`config.mk`:
```
export PLATFORM = sky130hd
export DESIGN_NAME = piezo_alert_seq
export DESIGN_NICKNAME = d
export VERILOG_FILES = /design/src/rtl/piezo_pkg.sv /design/src/rtl/piezo_tone_gen.sv /design/src/rtl/piezo_alert_seq.sv
export SDC_FILE = /design/constraint.sdc
export NUM_CORES = 1
export LEC_CHECK = 0
export BUFFER_PORTS_ARGS = -buffer_cell sky130_fd_sc_hd__buf_2
export CAP_MARGIN = 30
export CORE_MARGIN = 3
export CORE_UTILIZATION = 40
export CTS_CLUSTER_DIAMETER = 40
export CTS_CLUSTER_SIZE = 16
export DETAILED_ROUTE_END_ITERATION = 16
export GPL_ROUTABILITY_DRIVEN = 0
export PLACE_DENSITY = 0.6
export SYNTH_ARGS = -nofsm -noshare
export SYNTH_HDL_FRONTEND = slang
export SYNTH_SLANG_ARGS = --single-unit
```
`constraint.sdc`:
```
create_clock -name clk -period 3.9 [get_ports clk]
set_clock_uncertainty 0.1 [all_clocks]
set_input_delay 0.195 -clock clk [delete_from_list [all_inputs] [get_ports clk]]
set_output_delay 0.195 -clock clk [all_outputs]
set_load 0.02 [all_outputs]
```
`src/rtl/piezo_pkg.sv`:
```
// Shared types and default configuration for the piezo alert sequencer.
package piezo_pkg;

  // Cadence FSM states.
  typedef enum logic [1:0] {
    StIdle = 2'd0,
    StOn   = 2'd1,
    StOff  = 2'd2
  } state_e;

  localparam int unsigned NAlertDefault = 3;
  localparam int unsigned HpWDefault    = 16;
  localparam int unsigned CadWDefault   = 27;

  // Alert index for the default channel count.
  typedef logic [$clog2(NAlertDefault)-1:0] idx_t;

  // Leftmost field is alert 0 (highest priority).
  localparam logic [NAlertDefault*HpWDefault-1:0] DefToneHp =
    {16'd4096, 16'd8192, 16'd8192};
  localparam logic [NAlertDefault*CadWDefault-1:0] DefOnCyc =
    {27'd12_500_000, 27'd25_000_000, 27'd50_000_000};
  localparam logic [NAlertDefault*CadWDefault-1:0] DefOffCyc =
    {27'd12_500_000, 27'd0, 27'd50_000_000};

endpackage

```
`src/rtl/piezo_tone_gen.sv`:
```
// Square-wave tone generator with programmable half-period.
// The tone output is the level the tone takes after the coming clock edge,
// so the caller can register it straight into its output flop.
module piezo_tone_gen #(
  parameter int unsigned HP_W = 16
) (
  input  logic            clk,
  input  logic            rst,
  input  logic [HP_W-1:0] half_period,
  input  logic            restart,
  input  logic            enable,
  output logic            tone
);

  logic [HP_W-1:0] cnt_q, cnt_d;
  logic            tone_q, tone_d;

  // Restart forces a fresh high half-period; enable advances the counter.
  always_comb begin
    cnt_d  = cnt_q;
    tone_d = tone_q;
    if (restart) begin
      cnt_d  = '0;
      tone_d = 1'b1;
    end else if (enable) begin
      if (cnt_q == half_period - HP_W'(1)) begin
        cnt_d  = '0;
        tone_d = ~tone_q;
      end else begin
        cnt_d = cnt_q + HP_W'(1);
      end
    end
  end

  // Tone counter and level registers.
  always_ff @(posedge clk or posedge rst) begin
    if (rst) begin
      cnt_q  <= '0;
      tone_q <= 1'b0;
    end else begin
      cnt_q  <= cnt_d;
      tone_q <= tone_d;
    end
  end

  assign tone = tone_d;

endmodule

```
`src/rtl/piezo_alert_seq.sv`:
```
// Prioritised multi-alert piezo sequencer: arbitrates alert requests, runs
// the on/off cadence of the selected alert and drives a differential pair.
// Optional mute masking is built when PIEZO_MUTE_EN is defined.
module piezo_alert_seq
  import piezo_pkg::*;
#(
  parameter int unsigned                   N_ALERT = NAlertDefault,
  parameter int unsigned                   HP_W    = HpWDefault,
  parameter int unsigned                   CAD_W   = CadWDefault,
  parameter logic [N_ALERT*HP_W-1:0]       TONE_HP = DefToneHp,
  parameter logic [N_ALERT*CAD_W-1:0]      ON_CYC  = DefOnCyc,
  parameter logic [N_ALERT*CAD_W-1:0]      OFF_CYC = DefOffCyc
) (
  input  logic                       clk,
  input  logic                       rst,
  input  logic [N_ALERT-1:0]         alert_req,
`ifdef PIEZO_MUTE_EN
  input  logic                       mute,
`endif
  output logic                       piezo,
  output logic                       piezo_n,
  output logic [$clog2(N_ALERT)-1:0] active_idx,
  output logic                       busy
);

  localparam int unsigned IdxW = $clog2(N_ALERT);

  logic [HP_W-1:0]  hp_arr  [N_ALERT];
  logic [CAD_W-1:0] on_arr  [N_ALERT];
  logic [CAD_W-1:0] off_arr [N_ALERT];

  if (N_ALERT < 2) begin : gen_bad_n
    $error("piezo_alert_seq: N_ALERT must be at least 2");
  end

  // Unpack per-alert configuration; field 0 is the leftmost.
  for (genvar i = 0; i < N_ALERT; i++) begin : gen_cfg
    localparam int unsigned Pos = N_ALERT - 1 - i;
    assign hp_arr[i]  = TONE_HP[Pos*HP_W +: HP_W];
    assign on_arr[i]  = ON_CYC[Pos*CAD_W +: CAD_W];
    assign off_arr[i] = OFF_CYC[Pos*CAD_W +: CAD_W];
    if (TONE_HP[Pos*HP_W +: HP_W] == '0) begin : gen_bad_hp
      $error("piezo_alert_seq: TONE_HP entry must be at least 1");
    end
    if (ON_CYC[Pos*CAD_W +: CAD_W] == '0) begin : gen_bad_on
      $error("piezo_alert_seq: ON_CYC entry must be at least 1");
    end
  end

  state_e           state_q, state_d;
  logic [IdxW-1:0]  sel_q, sel_d;
  logic [CAD_W-1:0] cad_cnt_q, cad_cnt_d;
  logic             piezo_q, piezo_n_q, piezo_d;
  logic [N_ALERT-1:0] req_eff;
  logic             run_masked;
  logic             any_req, preempt, rearb, load;
  logic [IdxW-1:0]  low_idx;
  logic             tone;

`ifdef PIEZO_MUTE_EN
  logic [N_ALERT-1:0] mask_q, mask_d, mute_set;

  // A mute pulse masks the running alert; a low request clears its mask.
  always_comb begin
    mute_set = '0;
    if (mute && (state_q != StIdle)) begin
      mute_set[sel_q] = 1'b1;
    end
    mask_d = (mask_q & alert_req) | mute_set;
  end

  // Mute mask register.
  always_ff @(posedge clk or posedge rst) begin
    if (rst) begin
      mask_q <= '0;
    end else begin
      mask_q <= mask_d;
    end
  end

  assign req_eff    = alert_req & ~mask_d;
  assign run_masked = (state_q != StIdle) && mask_d[sel_q];
`else
  assign req_eff    = alert_req;
  assign run_masked = 1'b0;
`endif

  // Priority encode and detect higher-priority requests than the running one.
  always_comb begin
    any_req = 1'b0;
    low_idx = '0;
    preempt = 1'b0;
    for (int i = int'(N_ALERT) - 1; i >= 0; i--) begin
      if (req_eff[i]) begin
        any_req = 1'b1;
        low_idx = IdxW'(i);
      end
    end
    for (int i = 0; i < int'(N_ALERT); i++) begin
      if ((i < int'(sel_q)) && req_eff[i]) begin
        preempt = 1'b1;
      end
    end
  end

  // Cadence FSM next state; preemption outranks the normal cadence exit.
  always_comb begin
    state_d   = state_q;
    sel_d     = sel_q;
    cad_cnt_d = cad_cnt_q + CAD_W'(1);
    rearb     = 1'b0;
    load      = 1'b0;
    unique case (state_q)
      StIdle: begin
        cad_cnt_d = '0;
        rearb     = 1'b1;
      end
      StOn: begin
        if (preempt || run_masked) begin
          rearb = 1'b1;
        end else if (cad_cnt_q == on_arr[sel_q] - CAD_W'(1)) begin
          if (off_arr[sel_q] == '0) begin
            rearb = 1'b1;
          end else begin
            state_d   = StOff;
            cad_cnt_d = '0;
          end
        end
      end
      StOff: begin
        if (preempt || run_masked) begin
          rearb = 1'b1;
        end else if (cad_cnt_q == off_arr[sel_q] - CAD_W'(1)) begin
          rearb = 1'b1;
        end
      end
      default: begin
        state_d   = StIdle;
        cad_cnt_d = '0;
      end
    endcase
    if (rearb) begin
      cad_cnt_d = '0;
      if (any_req) begin
        state_d = StOn;
        sel_d   = low_idx;
        load    = 1'b1;
      end else begin
        state_d = StIdle;
      end
    end
  end

  piezo_tone_gen #(
    .HP_W (HP_W)
  ) u_tone (
    .clk         (clk),
    .rst         (rst),
    .half_period (hp_arr[sel_q]),
    .restart     (load),
    .enable      ((state_q == StOn) && !load),
    .tone        (tone)
  );

  assign piezo_d = (state_d == StOn) ? tone : 1'b0;

  // State, selection, cadence counter and output drive registers.
  always_ff @(posedge clk or posedge rst) begin
    if (rst) begin
      state_q   <= StIdle;
      sel_q     <= '0;
      cad_cnt_q <= '0;
      piezo_q   <= 1'b0;
      piezo_n_q <= 1'b1;
    end else begin
      state_q   <= state_d;
      sel_q     <= sel_d;
      cad_cnt_q <= cad_cnt_d;
      piezo_q   <= piezo_d;
      piezo_n_q <= ~piezo_d;
    end
  end

  assign piezo      = piezo_q;
  assign piezo_n    = piezo_n_q;
  assign active_idx = sel_q;
  assign busy       = (state_q != StIdle);

endmodule
```
==> impl_metrics.prom <==
# TYPE chip_impl_metric gauge
chip_impl_metric{name="finalCritPeriodShare",unit="%"} 89.7
chip_impl_metric{name="die-height",unit="um"} 92.7
chip_impl_metric{name="route.detailed.wl_per_inst",unit="um"} 14.4
chip_impl_info{name="synth_area_leaders",value="sky130_fd_sc_hd__dfrtp_1 41%, sky130_fd_sc_hd__xor2_1 6.1%, sky130_fd_sc_hd__nor2_1 5.9%, sky130_fd_sc_hd__xnor2_1 4.9%, sky130_fd_sc_hd__ha_1 4.6%"} 1
chip_impl_metric{name="worst-endpoint-arrival",unit="ns"} 3.57
chip_impl_metric{name="drive_above_1_share",unit="%"} 11.1
chip_impl_metric{name="wl",unit="mm"} 6.31
chip_impl_metric{name="critical_path.max_fanout",unit=""} 17
chip_impl_metric{name="post_synth_instance_area",unit="um^2"} 3010
chip_impl_metric{name="dr.pass1.iters",unit=""} 4
chip_impl_info{name="timing.setup.critical_path_class",value="register to register"} 1
chip_impl_metric{name="worstSkewPairLatency",unit="ns"} 0.31
chip_impl_metric{name="die_area",unit="um^2"} 8600
chip_impl_metric{name="tightest_slew",unit="ns"} 0.538
chip_impl_metric{name="ir_drop",unit="V"} 0.000322
chip_impl_metric{name="cell_pwr_density",unit="nW/um^2"} 470
chip_impl_metric{name="port-buffer-count",unit=""} 9
chip_impl_metric{name="relSlewSlack",unit="%"} 63.8
chip_impl_info{name="worst_path_max_delay_cell",value="sky130_fd_sc_hd__or4b_1"} 1
chip_impl_metric{name="synth.top_cell.area_share",unit="%"} 40.7
chip_impl_info{name="status",value="finished, final reports clean"} 1
chip_impl_metric{name="grt_pass1_wl",unit="mm"} 11.3
chip_impl_metric{name="n_antenna_cell",unit=""} 0
chip_impl_metric{name="netlist-cell-type-count",unit=""} 51
chip_impl_metric{name="die_w",unit="um"} 92.7
chip_impl_metric{name="grt_max_degree",unit=""} 42
chip_impl_metric{name="p_leak",unit="nW"} 1.31
chip_impl_metric{name="finalSetupViolations",unit=""} 0
chip_impl_info{name="hold_path.class",value="input pin to register"} 1
chip_impl_metric{name="synth-edff-count",unit=""} 0
chip_impl_metric{name="floorplan.io_pins",unit=""} 10
chip_impl_metric{name="cp_slowest_stage_delay",unit="ns"} 0.50
chip_impl_metric{name="initial_utilization",unit="%"} 42.6
chip_impl_metric{name="layout.cell_area.non_filler",unit="um^2"} 3280
chip_impl_metric{name="htree_num_levels",unit=""} 2
chip_impl_metric{name="dp_hpwl",unit="mm"} 4.72
chip_impl_metric{name="core_footprint",unit="um^2"} 7060
chip_impl_metric{name="syn-instance-count",unit=""} 327
chip_impl_metric{name="area_growth_from_synthesis_to_layout",unit="%"} 8.98
chip_impl_info{name="synth.most_common_cell",value="sky130_fd_sc_hd__dfrtp_1"} 1
chip_impl_metric{name="fin_cells",unit=""} 437
chip_impl_metric{name="antenna_found_initial",unit=""} 0
chip_impl_metric{name="clock_sinks",unit=""} 50
chip_impl_metric{name="detail_route.vias_per_cell",unit=""} 5.50
chip_impl_metric{name="syn_avg_cell_area",unit="um^2"} 9.20
chip_impl_metric{name="ys_async_sr_fraction",unit="%"} 100
chip_impl_metric{name="cts.clk_slew.worst_paths",unit="ns"} 0.09
chip_impl_metric{name="postCtsSetupRepairBufs",unit=""} 0
chip_impl_metric{name="placementRows",unit=""} 30
chip_impl_info{name="clock_tree.root_cell",value="sky130_fd_sc_hd__clkbuf_8"} 1
chip_impl_metric{name="initialDrtViolationCount",unit=""} 136
chip_impl_info{name="end_kind",value="register"} 1
chip_impl_info{name="grt_setup_unrepaired",value="no"} 1
chip_impl_metric{name="num_vias",unit=""} 2404
chip_impl_metric{name="grt.overflow.total",unit=""} 0
chip_impl_metric{name="hold_viol_final",unit=""} 0
chip_impl_metric{name="seq_area_frac_synth",unit="%"} 41.6
chip_impl_metric{name="gr-usage-all-layers",unit="%"} 16.1
chip_impl_metric{name="cts-hold-fix-buffers",unit=""} 1
chip_impl_info{name="tritoncts",value="built"} 1
chip_impl_info{name="timing.critical_path.cells",value="inv_1 > ha_1 > or4b_1 > a222oi_1 > nand2_1 > a2111oi_4 > o32a_2 > o32ai_1"} 1
chip_impl_metric{name="finalCriticalPeriod",unit="ns"} 3.50
chip_impl_metric{name="final_nets",unit=""} 356
chip_impl_metric{name="timing.max_cap.violations",unit=""} 0
chip_impl_metric{name="tns",unit="ns"} 0
chip_impl_metric{name="worst-endpoint-required",unit="ns"} 3.97
chip_impl_metric{name="postCtsResizedCells",unit=""} 0
chip_impl_metric{name="cts_max_path_buffers",unit=""} 2
chip_impl_metric{name="postSynthRegisterBits",unit=""} 50
chip_impl_metric{name="postRouteAntennaNets",unit=""} 0
chip_impl_info{name="most_used_dff_post_synth",value="sky130_fd_sc_hd__dfrtp_1"} 1
chip_impl_metric{name="placed_cell_area",unit="um^2"} 3160
chip_impl_metric{name="maxSlewViolCount",unit=""} 0
chip_impl_metric{name="yosys_warnings",unit=""} 0
chip_impl_info{name="timing.critical_path.from_type",value="register"} 1
chip_impl_info{name="yosys.area.top_type",value="sky130_fd_sc_hd__dfrtp_1"} 1
chip_impl_metric{name="cts-buffers-inserted",unit=""} 5
chip_impl_metric{name="placed_cells",unit=""} 428
chip_impl_info{name="post_synth_top_cells",value="49 x sky130_fd_sc_hd__dfrtp_1, 47 x sky130_fd_sc_hd__nor2_1, 29 x sky130_fd_sc_hd__nand2_1"} 1
chip_impl_metric{name="grt_pass1_vias",unit=""} 2274
chip_impl_metric{name="drcViolationCount",unit=""} 0
chip_impl_metric{name="timing.fmax",unit="MHz"} 286
chip_impl_metric{name="synthesis.nets",unit=""} 343
## where the power goes
part / leakage [nW] / total, W / switching, W / internal, W
clock network: 0.0504 / 0.000367 / 0.000176 / 0.000191
registers: 0.680 / 0.000598 / 0.0000363 / 0.000561
logic: 0.582 / 0.000578 / 0.000371 / 0.000207
total: 1.31 / 0.00154 / 0.000584 / 0.000959
## worst max-delay path: cells and delay by family, from the launching register on
kind	cells	cell delay, ns
buffers and inverters	1	0.16
and+or+nand+nor	2	0.70
adders and majority gates	1	0.36
DFF	1	0.49
AOI/OAI and AO/OA	4	1.56
## final timing paths
check	start	end	slack, ns	depth (start not counted)
max in group asynchronous	rst	piezo_n	2.90	4
min	alert_req[0]	active_idx[0]	0.06	2
max reg2reg	active_idx[0]	active_idx[0]	0.40	8
min reg2reg	cad_cnt_q[0]	cad_cnt_q[0]	0.41	1
min in group asynchronous	rst	u_tone.cnt_q[7]	0.24	3
max	active_idx[0]	active_idx[0]	0.40	8
## metrics by stage
step	power [W]	utilization (%)	setup slack, ns	hold slack, ns
after CTS	0.00156	46.5	0.424	0.0401
final	0.00154	46.5	0.400	0.0594
after detailed placement	0.00119	44.7	0.434	0.0319
after global routing	0.00165	46.5	0.152	0.0662
after global placement	0.00118	44.4	0.525	0.362
after floorplan	0.00108	-	0.836	0.209
## layout by cell type, fill, tap and decap left out, drive strengths merged, types with 2 or more instances in the layout
cell type   n
dfrtp      49
nor2       47
nand2      29
xor2       21
nand3      21
xnor2      17
o21ai      14
buf        14
inv        13
nand4      12
a21oi      12
ha         11
nor3       10
and3        7
or3b        5
clkbuf      5
or4         4
and4        4
nand3b      3
nor2b       3
or3         3
nor4        2
mux2i       2
nand2b      2
a222oi      2
and2        2
o32ai       2
clkinvlp    2
o211ai      2
a211oi      2
a211o       2
## logic make-up after synthesis
| kind of cell | synth area share (%) |
|---|---|
| compound gates | 11.2 |
| xor+xnor | 11.1 |
| fa+ha+maj | 4.57 |
| buf+inv | 3.91 |
| flops | 41.6 |
| mux | 1.04 |
| simple gates | 26.6 |
## layer usage
layer | routed length (um) | vias to the layer above | part of all wire (%) | global-route usage, %
met5 | 0 | - | 0 | 0
li1 | - | 1178 | - | -
met1 | 3090 | 1184 | 49 | 22.5
met3 | 185 | 6 | 2.9 | 2.84
met2 | 2960 | 36 | 47 | 25.6
met4 | 75 | 0 | 1.2 | 4.76
## area by class of cell
class                   instances  area (um^2)
clock inverters                 3         45.0
inverters                      13         48.8
flip-flops and latches         50         1250
clock buffers                   5         68.8
fillers                       726         3780
repair buffers                 15          105
well taps                      96          120
multi-input cells             255         1640
## state kept, by name, indices dropped and copies added, names as in the netlist
name           cells
active_idx         2
cad_cnt_q         27
piezo              1
piezo_n            1
state_q            2
u_tone.cnt_q      16
u_tone.tone_q      1
Power figures use the tool's default switching activity.
